File: src/rtl/ps2_keyboard_rx_pkg.sv
// Shared definitions for the PS/2 keyboard receiver and the game controller:
// receiver state encoding, prefix codes and the W/A/S/D make codes.
package ps2_keyboard_rx_pkg;

    typedef enum logic [1:0] {
        StIdle,
        StData,
        StParity,
        StStop
    } rx_state_e;

    localparam logic [7:0] BREAK_CODE = 8'hF0;
    localparam logic [7:0] EXT_CODE   = 8'hE0;

    localparam logic [7:0] KEY_W = 8'h1D;
    localparam logic [7:0] KEY_A = 8'h1C;
    localparam logic [7:0] KEY_S = 8'h1B;
    localparam logic [7:0] KEY_D = 8'h23;

    // Odd parity holds when data and parity bit together carry an odd count of ones.
    function automatic logic odd_parity_ok(input logic [7:0] data, input logic par);
        return ^{data, par};
    endfunction

endpackage

File: src/rtl/ps2_keyboard_rx_if.sv
// Decoded keyboard output bus: new-code strobe, code value and error pulse.
interface ps2_keyboard_rx_if;
    logic       kbstrobe;
    logic [7:0] kbcode;
    logic       kberr;

    modport master (output kbstrobe, output kbcode, output kberr);
    modport slave  (input  kbstrobe, input  kbcode, input  kberr);
endinterface

File: src/rtl/ps2_input_filter.sv
// Synchronizes the raw PS/2 lines and debounces PS2CLK; emits a one-cycle
// bit event on each filtered falling edge together with the sampled data bit.
module ps2_input_filter #(
    parameter int unsigned FILTER_LEN = 8
) (
    input  logic CLK,
    input  logic ARST,
    input  logic ps2clk_i,
    input  logic ps2data_i,
    output logic data_o,
    output logic bit_event_o
);

    localparam int unsigned CntW = $clog2(FILTER_LEN + 1);

    logic [1:0]      clk_sync_q, data_sync_q;
    logic            flt_q, flt_d;
    logic [CntW-1:0] cnt_q, cnt_d;
    logic            event_q, event_d;
    logic            data_q, data_d;

    always_ff @(posedge CLK or posedge ARST) begin
        if (ARST) begin
            clk_sync_q  <= 2'b11;
            data_sync_q <= 2'b11;
            flt_q       <= 1'b1;
            cnt_q       <= '0;
            event_q     <= 1'b0;
            data_q      <= 1'b1;
        end else begin
            clk_sync_q  <= {clk_sync_q[0], ps2clk_i};
            data_sync_q <= {data_sync_q[0], ps2data_i};
            flt_q       <= flt_d;
            cnt_q       <= cnt_d;
            event_q     <= event_d;
            data_q      <= data_d;
        end
    end

    // Count consecutive samples that disagree with the filtered level; any
    // agreeing sample restarts the count, so short glitches never flip it.
    always_comb begin
        flt_d   = flt_q;
        cnt_d   = '0;
        event_d = 1'b0;
        data_d  = data_q;
        if (clk_sync_q[1] != flt_q) begin
            if (cnt_q == CntW'(FILTER_LEN - 1)) begin
                flt_d   = clk_sync_q[1];
                event_d = flt_q;
                data_d  = data_sync_q[1];
            end else begin
                cnt_d = cnt_q + 1'b1;
            end
        end
    end

    assign data_o      = data_q;
    assign bit_event_o = event_q;

endmodule

File: src/rtl/ps2_keyboard_rx.sv
// PS/2 keyboard frame receiver: decodes 11-bit frames into make codes,
// swallowing break/extended prefixes and flagging framing/parity/timeout errors.
module ps2_keyboard_rx
    import ps2_keyboard_rx_pkg::*;
#(
    parameter int unsigned FILTER_LEN  = 8,
    parameter int unsigned TIMEOUT_CYC = 50000
) (
    input  logic              CLK,
    input  logic              ARST,
    input  logic              PS2CLK,
    input  logic              PS2DATA,
    ps2_keyboard_rx_if.master kb
);

    localparam int unsigned ToW = $clog2(TIMEOUT_CYC + 1);

    logic bit_data, bit_event;

    ps2_input_filter #(
        .FILTER_LEN(FILTER_LEN)
    ) u_filter (
        .CLK        (CLK),
        .ARST       (ARST),
        .ps2clk_i   (PS2CLK),
        .ps2data_i  (PS2DATA),
        .data_o     (bit_data),
        .bit_event_o(bit_event)
    );

    rx_state_e      state_q, state_d;
    logic [7:0]     shift_q, shift_d;
    logic [2:0]     bit_cnt_q, bit_cnt_d;
    logic           parity_q, parity_d;
    logic           brk_q, brk_d;
    logic           ext_q, ext_d;
    logic [ToW-1:0] to_cnt_q, to_cnt_d;
    logic [7:0]     code_q, code_d;
    logic           strobe_q, strobe_d;
    logic           err_q, err_d;

    always_ff @(posedge CLK or posedge ARST) begin
        if (ARST) begin
            state_q   <= StIdle;
            shift_q   <= '0;
            bit_cnt_q <= '0;
            parity_q  <= 1'b0;
            brk_q     <= 1'b0;
            ext_q     <= 1'b0;
            to_cnt_q  <= '0;
            code_q    <= '0;
            strobe_q  <= 1'b0;
            err_q     <= 1'b0;
        end else begin
            state_q   <= state_d;
            shift_q   <= shift_d;
            bit_cnt_q <= bit_cnt_d;
            parity_q  <= parity_d;
            brk_q     <= brk_d;
            ext_q     <= ext_d;
            to_cnt_q  <= to_cnt_d;
            code_q    <= code_d;
            strobe_q  <= strobe_d;
            err_q     <= err_d;
        end
    end

    always_comb begin
        state_d   = state_q;
        shift_d   = shift_q;
        bit_cnt_d = bit_cnt_q;
        parity_d  = parity_q;
        brk_d     = brk_q;
        ext_d     = ext_q;
        to_cnt_d  = to_cnt_q;
        code_d    = code_q;
        strobe_d  = 1'b0;
        err_d     = 1'b0;

        if (bit_event) begin
            to_cnt_d = '0;
            unique case (state_q)
                StIdle: begin
                    if (!bit_data) begin
                        state_d   = StData;
                        bit_cnt_d = '0;
                    end
                end
                StData: begin
                    shift_d   = {bit_data, shift_q[7:1]};
                    bit_cnt_d = bit_cnt_q + 3'd1;
                    if (bit_cnt_q == 3'd7) begin
                        state_d = StParity;
                    end
                end
                StParity: begin
                    parity_d = bit_data;
                    state_d  = StStop;
                end
                StStop: begin
                    state_d = StIdle;
                    if (bit_data && odd_parity_ok(shift_q, parity_q)) begin
                        if (shift_q == BREAK_CODE) begin
                            brk_d = 1'b1;
                        end else if (shift_q == EXT_CODE) begin
                            ext_d = 1'b1;
                        end else begin
                            // A code following the break prefix is a key release.
                            if (!brk_q) begin
                                code_d   = shift_q;
                                strobe_d = 1'b1;
                            end
                            brk_d = 1'b0;
                            ext_d = 1'b0;
                        end
                    end else begin
                        err_d = 1'b1;
                        brk_d = 1'b0;
                        ext_d = 1'b0;
                    end
                end
            endcase
        end else if (state_q != StIdle) begin
            if (to_cnt_q == ToW'(TIMEOUT_CYC - 1)) begin
                err_d     = 1'b1;
                state_d   = StIdle;
                shift_d   = '0;
                bit_cnt_d = '0;
                brk_d     = 1'b0;
                ext_d     = 1'b0;
                to_cnt_d  = '0;
            end else begin
                to_cnt_d = to_cnt_q + 1'b1;
            end
        end
    end

    assign kb.kbstrobe = strobe_q;
    assign kb.kbcode   = code_q;
    assign kb.kberr    = err_q;

endmodule

File: src/flat_wrapper.sv
// flat-port wrapper written by rule: the top's interface ports become plain ports
module ps2_keyboard_rx_flat import ps2_keyboard_rx_pkg::*;
#(
    parameter int unsigned FILTER_LEN  = 8,
    parameter int unsigned TIMEOUT_CYC = 50000
)
  (CLK, ARST, PS2CLK, PS2DATA, kb_kbstrobe, kb_kbcode, kb_kberr);
  ps2_keyboard_rx_if kb_i ();
  input  logic CLK;
  input  logic ARST;
  input  logic PS2CLK;
  input  logic PS2DATA;
  output wire logic [$bits(kb_i.kbstrobe)-1:0] kb_kbstrobe;
  output wire logic [$bits(kb_i.kbcode)-1:0] kb_kbcode;
  output wire logic [$bits(kb_i.kberr)-1:0] kb_kberr;
  assign kb_kbstrobe = kb_i.kbstrobe;
  assign kb_kbcode = kb_i.kbcode;
  assign kb_kberr = kb_i.kberr;
  ps2_keyboard_rx #(.FILTER_LEN(FILTER_LEN), .TIMEOUT_CYC(TIMEOUT_CYC)) u_core (.CLK(CLK), .ARST(ARST), .PS2CLK(PS2CLK), .PS2DATA(PS2DATA), .kb(kb_i));
endmodule
File: config.mk
export PLATFORM = sky130hd
export DESIGN_NAME = ps2_keyboard_rx_flat
export DESIGN_NICKNAME = d
export VERILOG_FILES = /design/src/rtl/ps2_keyboard_rx_pkg.sv /design/src/rtl/ps2_keyboard_rx_if.sv /design/src/rtl/ps2_input_filter.sv /design/src/rtl/ps2_keyboard_rx.sv /design/src/flat_wrapper.sv
export SDC_FILE = /design/constraint.sdc
export NUM_CORES = 1
export LEC_CHECK = 0
export ABC_AREA = 1
export BUFFER_PORTS_ARGS = -buffer_cell sky130_fd_sc_hd__buf_4
export CAP_MARGIN = 10
export CORE_ASPECT_RATIO = 1.2
export CORE_UTILIZATION = 30
export DETAILED_ROUTE_END_ITERATION = 10
export GPL_ROUTABILITY_DRIVEN = 0
export PLACE_DENSITY = 0.56
export SLEW_MARGIN = 20
export SYNTH_ARGS = -nofsm -noshare
export SYNTH_HDL_FRONTEND = slang
export SYNTH_SLANG_ARGS = --single-unit
File: constraint.sdc
create_clock -name CLK -period 1.8 [get_ports CLK]
set_input_delay 0.09 -clock CLK [delete_from_list [all_inputs] [get_ports CLK]]
set_output_delay 0.09 -clock CLK [all_outputs]
set_load 0.1 [all_outputs]
==> results of run 1 <==
## final cells by class
| type | count | area share (%) |
|---|---|---|
| Clock buffer | 6 | 2.25 |
| Clock inverter | 2 | 1.09 |
| Inverter | 47 | 5.56 |
| Multi-Input combinational cell | 205 | 37.1 |
| Sequential cell | 52 | 40.7 |
| Tap cell | 117 | 4.55 |
| Timing Repair Buffer | 35 | 8.78 |
## logic make-up (layout without fill, tap and decap cells)
group,after synthesis,in the layout
xor+xnor,3,3
fa+ha+maj,8,8
buf+inv,49,90
simple gates,149,149
flops,52,52
compound gates,45,45
## registers in the layout (all words and copies together) (netlist names), 2 cells and up
register / flops
u_core.state_q: 2
u_core.shift_q: 8
u_core.to_cnt_q: 16
u_core.u_filter.data_sync_q: 2
u_core.kb.kbcode: 8
u_core.u_filter.clk_sync_q: 2
u_core.u_filter.cnt_q: 4
u_core.bit_cnt_q: 3
## what timing repair did
item | CTS | global route
setup endpoints to repair | 1 | 33
hold endpoints to repair | 21 | 0
hold buffers | 3 | 0
gates cloned | 0 | 0
pin swaps | 0 | 5
gates resized for setup | 0 | 18
setup buffers | 1 | 9
## power by group through the flow
| stage | logic [mW] | clock network [mW] | registers (mW) |
|---|---|---|---|
| after floorplan | 0.0961 | 0 | 1.28 |
| after global placement | 0.124 | 0 | 1.28 |
| after detailed placement | 0.128 | 0 | 1.29 |
| after CTS | 0.133 | 0.821 | 1.26 |
| after global routing | 0.155 | 0.862 | 1.27 |
| final | 0.128 | 0.788 | 1.26 |
## through the flow
| step | setup TNS, ns | utilization (%) | setup WS [ns] | total power [mW] | instance area (um2) |
|---|---|---|---|---|---|
| final | 0 | 37.8 | 0.111 | 2.18 | 3220 |
| after global routing | -0.161 | 37.8 | -0.0498 | 2.29 | 3220 |
| after CTS | 0 | 36.0 | 0.0146 | 2.22 | 3070 |
| after detailed placement | 0 | 34.3 | 0.0232 | 1.41 | 2920 |
| after global placement | 0 | 34.3 | 0.102 | 1.41 | 2920 |
| after floorplan | 0 | - | 0.124 | 1.37 | 2630 |
## routing by layer
| metal | part of all wire (%) | global-route usage [%] |
|---|---|---|
| met5 | 0 | 0 |
| met4 | 1.1 | 3.28 |
| met3 | 3.1 | 2.70 |
| met2 | 50 | 19.0 |
| met1 | 46 | 15.6 |
## how the worst max path moves through the flow
stage | startpoint | end | slack [ns] | depth (start not counted)
after detailed placement | u_core.state_q[0] | u_core.to_cnt_q[13] | 0.02 | 10
after floorplan | u_core.state_q[0] | u_core.to_cnt_q[13] | 0.12 | 10
final | u_core.to_cnt_q[0] | u_core.to_cnt_q[14] | 0.11 | 11
after global placement | u_core.state_q[0] | u_core.to_cnt_q[14] | 0.10 | 12
after global routing | u_core.to_cnt_q[0] | u_core.to_cnt_q[14] | -0.05 | 11
after CTS | u_core.state_q[1] | u_core.to_cnt_q[13] | 0.01 | 10
## synthesized netlist by cell type (2+ instances only)
master	n	area share, %
nor2_1	30	4.3
xor2_1	2	0.67
a21oi_1	9	1.7
o21ai_0	11	2.1
inv_2	8	1.1
o21ai_2	8	2.7
nand4_1	8	1.9
dfrtp_1	46	44
o21ai_1	6	1.1
inv_1	39	5.6
nand2_2	4	0.95
nand3_1	14	2.7
ha_1	8	3.8
nand3_2	4	1.5
nor3_2	3	1.1
o22ai_1	7	1.7
nand2_1	69	9.9
nor3_1	9	1.7
dfstp_2	6	6.0
nor2_4	3	1.3
## worst register-to-register path, stage by stage, from the launching register on
cell and delay, ns:
dfrtp_1 0.43, ha_4 0.18, nand3_4 0.11, nor3_4 0.23, nand3_4 0.11, nor2_4 0.15
nand2_4 0.07, nor2_4 0.09, nand3_2 0.07, nand2_1 0.07, nand2_1 0.04, nor2_1 0.08
==> results by group, run 1 <==
Outcome
  • Status: finished clean

Clock tree
  • Clock-pin slew on the worst setup and hold paths: 0.09 ns
  • Clk Latency, worst-skew pair: 0.30 ns
  • CTS tree: yes
  • Num CTS Buffers: 5
  • Sink Count: between 50 and 60
  • Root Buffer: clkbuf_8
  • H-tree depth: 2
  • Clock Path Buffers: 2

GRT
  • Number of global-route vias before repair: 1926
  • Total GRT Usage: roughly an eighth
  • Antenna violations before repair: 0
  • Gr ovfl total: 0
  • Pin count of the biggest net entering global routing: 22
  • First-pass GRT wire length: 8.59 mm

STA
  • Hold_ws: 0.352 ns
  • Clock skew: 0.00583 ns
  • Rel. slew slack: 70.0%
  • Fmax: 592 MHz
  • Final Cycle Share: 93.8%
  • Max Slew Vio Count: 0
  • Unrepaired setup endpoints after global routing: yes
  • Setup violations, final: 0
  • Tightest Pin Transition: 0.447 ns
  • Fin. Hold Viols: 0
  • Min cycle time layout: 1.69 ns

Route
  • Iteration-0 DRC Markers: between 100 and 150
  • Drt pass-1 iters: 5
  • Routed length per placed instance: 10.8 um
  • DRC viols: 0
  • Vias: 2060
  • Routed Wire Length: 5.01 mm
  • Post-route ant nets: 0
  • Post-DR vias/cell: 4.44

Final layout
  • Cell Count, Final, Fillers Out: 464
  • Nets@finish: 358
  • Layout fillers: 878
  • Register Area: approximately 1300 um2
  • Layout cell share with drive strength beyond 1: about a quarter
  • Most frequent cells in the layout: 68 x nand2_1, 46 x dfrtp_1, 36 x inv_1, 31 x buf_4, 28 x nor2_1
  • Multi-input gate area: 1190 um2
  • Ant diodes: 0
  • Most common cell after layout, fill and taps aside: nand2_1
  • Area Overhead vs Synth: 22.6%

Synth
  • Synth Area in Compound Gates: 10.7%
  • Syn Inst Count: about 310
  • Top FF cell, synth: dfrtp_1
  • Synth Area in XOR/XNOR: 1.00%
  • Sequential cell area fraction in the yosys report: 49.9%
  • Asr flop ratio synth: 100%
  • Synth warn: 0
  • Synth Area in Adders: 3.81%
  • Number of synthesized flops with an enable pin: 0
  • Syn nets: 318
  • Syn avg cell area: 8.58 um2
  • Synth cell types: 32
  • Largest family of logic cells by synthesized area: simple AND/OR/NAND/NOR gates
  • Mux contribution to synthesized area: 0%
  • Post-Synth Simple-Gate Area: between 20% and 30%
  • Yosys reg bits: 52
  • Cell area after synthesis: 2630 um2

Critical path
  • FF-to-FF setup slack: about 0.11 ns
  • CP arrival: 1.93 ns
  • Startpoint types: register
  • Reg2reg path depth: 11
  • Worst Path Required: 2.04 ns
  • Crit-path slowest cell: dfrtp_1
  • Critical Path, Cell by Cell: ha_4 > nand3_4 > nor3_4 > nand3_4 > nor2_4 > nand2_4 > nor2_4 > nand3_2 > nand2_1 > nand2_1 > nor2_1
  • Reg-to-Reg Start: u_core.to_cnt_q[0]
  • WS Path Type: reg -> reg
  • WP buf/inv: 0
  • Cell family with most CP delay: simple AND/OR/NAND/NOR gates
  • Worst setup EP type: register
  • Critical Path Max Stage Delay: 0.43 ns
  • Worst Path Max Fanout: 3
  • R2R Path End: u_core.to_cnt_q[14]

Die
  • Initial core utilization: 30.8%
  • Ports: 14
  • Area of the core: between 8000 and 9000 um2
  • Die W: 87.4 um
  • Die area: 9130 um2
  • Rows: 37
  • Vert. Die Dim: between 100 and 150 um

Power and ir drop
  • Leak: 1.52 nW
  • Reg power frac: approximately 58%
  • Power Density: 676 nW/um2
  • Switching power: 0.490 mW
  • Worst vdd ir: 400 uV
  • Sw Share: 22.5%
  • Comb pwr share: roughly 5.9%
  • Power Internal: roughly 1.7 mW
  • Clk pwr share: between 30% and 40%

Place
  • Port bufs: 13
  • Post-DP HPWL: 3.60 mm
  • Inst Count DP: 443

Run
  • Max-Cap Viols: 0

Min path
  • Worst Hold Class: in -> async
No activity file was read; power rests on OpenSTA's default activity.
==> run 2, diff against run 1 <==
==> constraint.sdc (replaced) <==
create_clock -name CLK -period 2.07 [get_ports CLK]
set_input_delay 0.1035 -clock CLK [delete_from_list [all_inputs] [get_ports CLK]]
set_output_delay 0.1035 -clock CLK [all_outputs]
set_load 0.1 [all_outputs]
==> results by group, run 2 (synthesized netlist as in run 1, its figures left out) <==
Outcome
  • Status: finished clean

Die
  • Die area: 9130 um2 (unchanged)
  • Area of the core: 8520 um2 (unchanged)
  • Initial core utilization: 30.8% (unchanged)
  • Die W: 87.4 um (unchanged)
  • Vert. Die Dim: 104 um (unchanged)
  • Ports: 14 (unchanged)
  • Rows: 37 (unchanged)

Final layout
  • Most common cell after layout, fill and taps aside: nand2_1
  • Layout cell share with drive strength beyond 1: 20.5% (-5.7 points)
  • Nets@finish: 342 (-4.5%)
  • Ant diodes: 0 (unchanged)
  • Area Overhead vs Synth: 14.5%
  • Most frequent cells in the layout: 69 x nand2_1, 46 x dfrtp_1, 37 x inv_1, 30 x nor2_1, 16 x buf_4
  • Post-route cell area: 3010 um2 (-6.6%)
  • Biggest register: u_core.to_cnt_q
  • Fin util: 35.3% (-2.5 points)
  • Largest register FFs: 16 (unchanged)

Clock tree
  • Clock-pin slew on the worst setup and hold paths: 0.10 ns (about the same)
  • H-tree depth: 2 (unchanged)
  • Num CTS Buffers: 5 (unchanged)
  • Clk Latency, worst-skew pair: 0.31 ns (about the same)
  • Clock Path Buffers: 2 (unchanged)
  • Root Buffer: clkbuf_8
  • Sink Count: 52 (unchanged)
  • CTS tree: yes

Critical path
  • R2R Path End: u_core.to_cnt_q[13]
  • Worst Path Required: 2.26 ns (+0.22 ns)
  • Crit-path slowest cell: dfrtp_1
  • CP arrival: 1.99 ns (+0.06 ns)
  • Worst Path Max Fanout: 7 (+4)
  • Startpoint types: register
  • Critical Path, Cell by Cell: inv_1 > ha_1 > inv_2 > nor2_4 > nor3_1 > inv_1 > nor3_2 > nand3_1 > o21ai_0 > a21oi_1
  • Reg-to-Reg Start: u_core.state_q[0]
  • FF-to-FF setup slack: 0.27 ns (+0.16 ns)
  • Most frequent CP cell: inv_1
  • Worst setup EP type: register
  • Critical Path Max Stage Delay: 0.41 ns (-0.02 ns)
  • Reg2reg path depth: 10 (-1)
  • WS Path Type: reg -> reg

Place
  • Post-DP Area: 2880 um2 (-1.5%)
  • Port bufs: 13 (unchanged)
  • Post-DP HPWL: 3.58 mm (-0.46%)
  • Dpl ws: 0.226 ns (+0.203 ns)

GRT
  • First-pass GRT wire length: 8.66 mm (+0.80%)
  • Antenna violations before repair: 0 (unchanged)
  • Number of global-route vias before repair: 1970 (+2.3%)
  • Total GRT Usage: 11.8% (+0.016 points)
  • Pin count of the biggest net entering global routing: 27 (+23%)
  • Gr ovfl total: 0 (unchanged)

Min path
  • Hold path cells: 0
  • Worst Hold Class: reg -> reg
  • Hold_sp: u_core.u_filter.clk_sync_q[0]
  • Hold Path Sink: u_core.u_filter.clk_sync_q[1]

STA
  • Tightest Pin Transition: 0.557 ns (+0.110 ns)
  • Min cycle time layout: 1.80 ns (+0.108 ns)
  • Setup_tns: 0 ns (unchanged)
  • Fmax: 557 MHz (-6.0%)
  • Hold_ws: 0.361 ns (+0.00971 ns)
  • Clock skew: 0.0111 ns (+0.00523 ns)
  • Final worst slack: 0.273 ns (+0.162 ns)
  • Max Slew Vio Count: 0 (unchanged)
  • Unrepaired setup endpoints after global routing: no
  • Final Cycle Share: 86.8% (-7.0 points)
  • Rel. slew slack: 62.8% (-7.2 points)
  • Setup violations, final: 0 (unchanged)
  • Fin. Hold Viols: 0 (unchanged)

Route
  • Routed Wire Length: 4.77 mm (-4.8%)
  • DRC viols: 0 (unchanged)
  • Post-DR vias/cell: 4.50 (+1.4%)
  • Iteration-0 DRC Markers: 88 (-13%)
  • Vias: 2016 (-2.1%)
  • Drt pass-1 iters: 4 (-1)
  • Post-route ant nets: 0 (unchanged)
  • Routed length per placed instance: 10.6 um (-1.4%)

Power and ir drop
  • Power Density: 615 nW/um2 (-9.1%)
  • Leak: 1.38 nW (-8.8%)
  • Worst vdd ir: 280 uV (-30%)

Run
  • Max-Cap Viols: 0 (unchanged)
run 2: cell types whose count changed in the layout (fill, tap and decap cells not counted), sizes merged:
cell,change
buf,-16
inv,+2
bufinv,-1
clkinv,-1
run 2: worst max path at each step:
| stage | startpoint | end | slack (ns) | cells past startpoint |
|---|---|---|---|---|
| detailed placement | u_core.state_q[0] | u_core.to_cnt_q[13] | 0.23 | 10 |
| floorplan | u_core.state_q[0] | u_core.to_cnt_q[13] | 0.39 | 10 |
| CTS | u_core.state_q[0] | u_core.to_cnt_q[13] | 0.19 | 10 |
| global placement | u_core.state_q[0] | u_core.to_cnt_q[13] | 0.29 | 10 |
| global route | u_core.state_q[0] | u_core.to_cnt_q[13] | 0.05 | 10 |
| finish | u_core.state_q[0] | u_core.to_cnt_q[13] | 0.27 | 10 |
run 2: metal layers:
layer | routed length [um] | GRT usage, % | share of wire, % | vias up
li1 | - | - | - | 1041
met1 | 2310 | 15.4 | 48 | 938
met2 | 2280 | 19.5 | 48 | 29
met3 | 107 | 2.38 | 2.2 | 8
met4 | 68 | 3.16 | 1.4 | 0
met5 | 0 | 0 | 0 | -
run 2: cell type report:
type / instances / area (um2)
clock buffer: 6 / 82.6
clock inverter: 2 / 17.5
fill: 899 / 5510
inverter: 47 / 176
multi-input combinational: 205 / 1120
sequential: 52 / 1310
tap: 117 / 146
timing repair buffer: 19 / 150
run 2: repair_timing:
item,CTS,global route
endpoints found under the setup margin,0,1
endpoints found under the hold margin,26,0
resized for setup,0,1
buffers inserted,0,0
hold buffers,3,0
run 2: critical path: cells and delay by family, from the launching register on:
family	cells	cell delay, ns
and+or+nand+nor	4	0.52
adders and majority gates	1	0.24
DFF	1	0.41
AOI/OAI and AO/OA	2	0.21
buffers and inverters	3	0.31
run 2: per-stage QoR:
| stage | instances | power (mW) |
|---|---|---|
| 6_report | 448 | 1.85 |
| 5_1_grt | 448 | 1.95 |
| 4_1_cts | 448 | 1.88 |
| 3_5_place_dp | 437 | 1.23 |
| 3_3_place_gp | 437 | 1.22 |
| 2_1_floorplan | 306 | 1.19 |
run 2: where the power goes:
part           total [mW]  switching [mW]  internal, mW  leakage (nW)
Sequential           1.10          0.0322          1.07         0.703
Clock               0.638           0.357         0.281        0.0522
Combinational       0.113          0.0695        0.0439         0.628
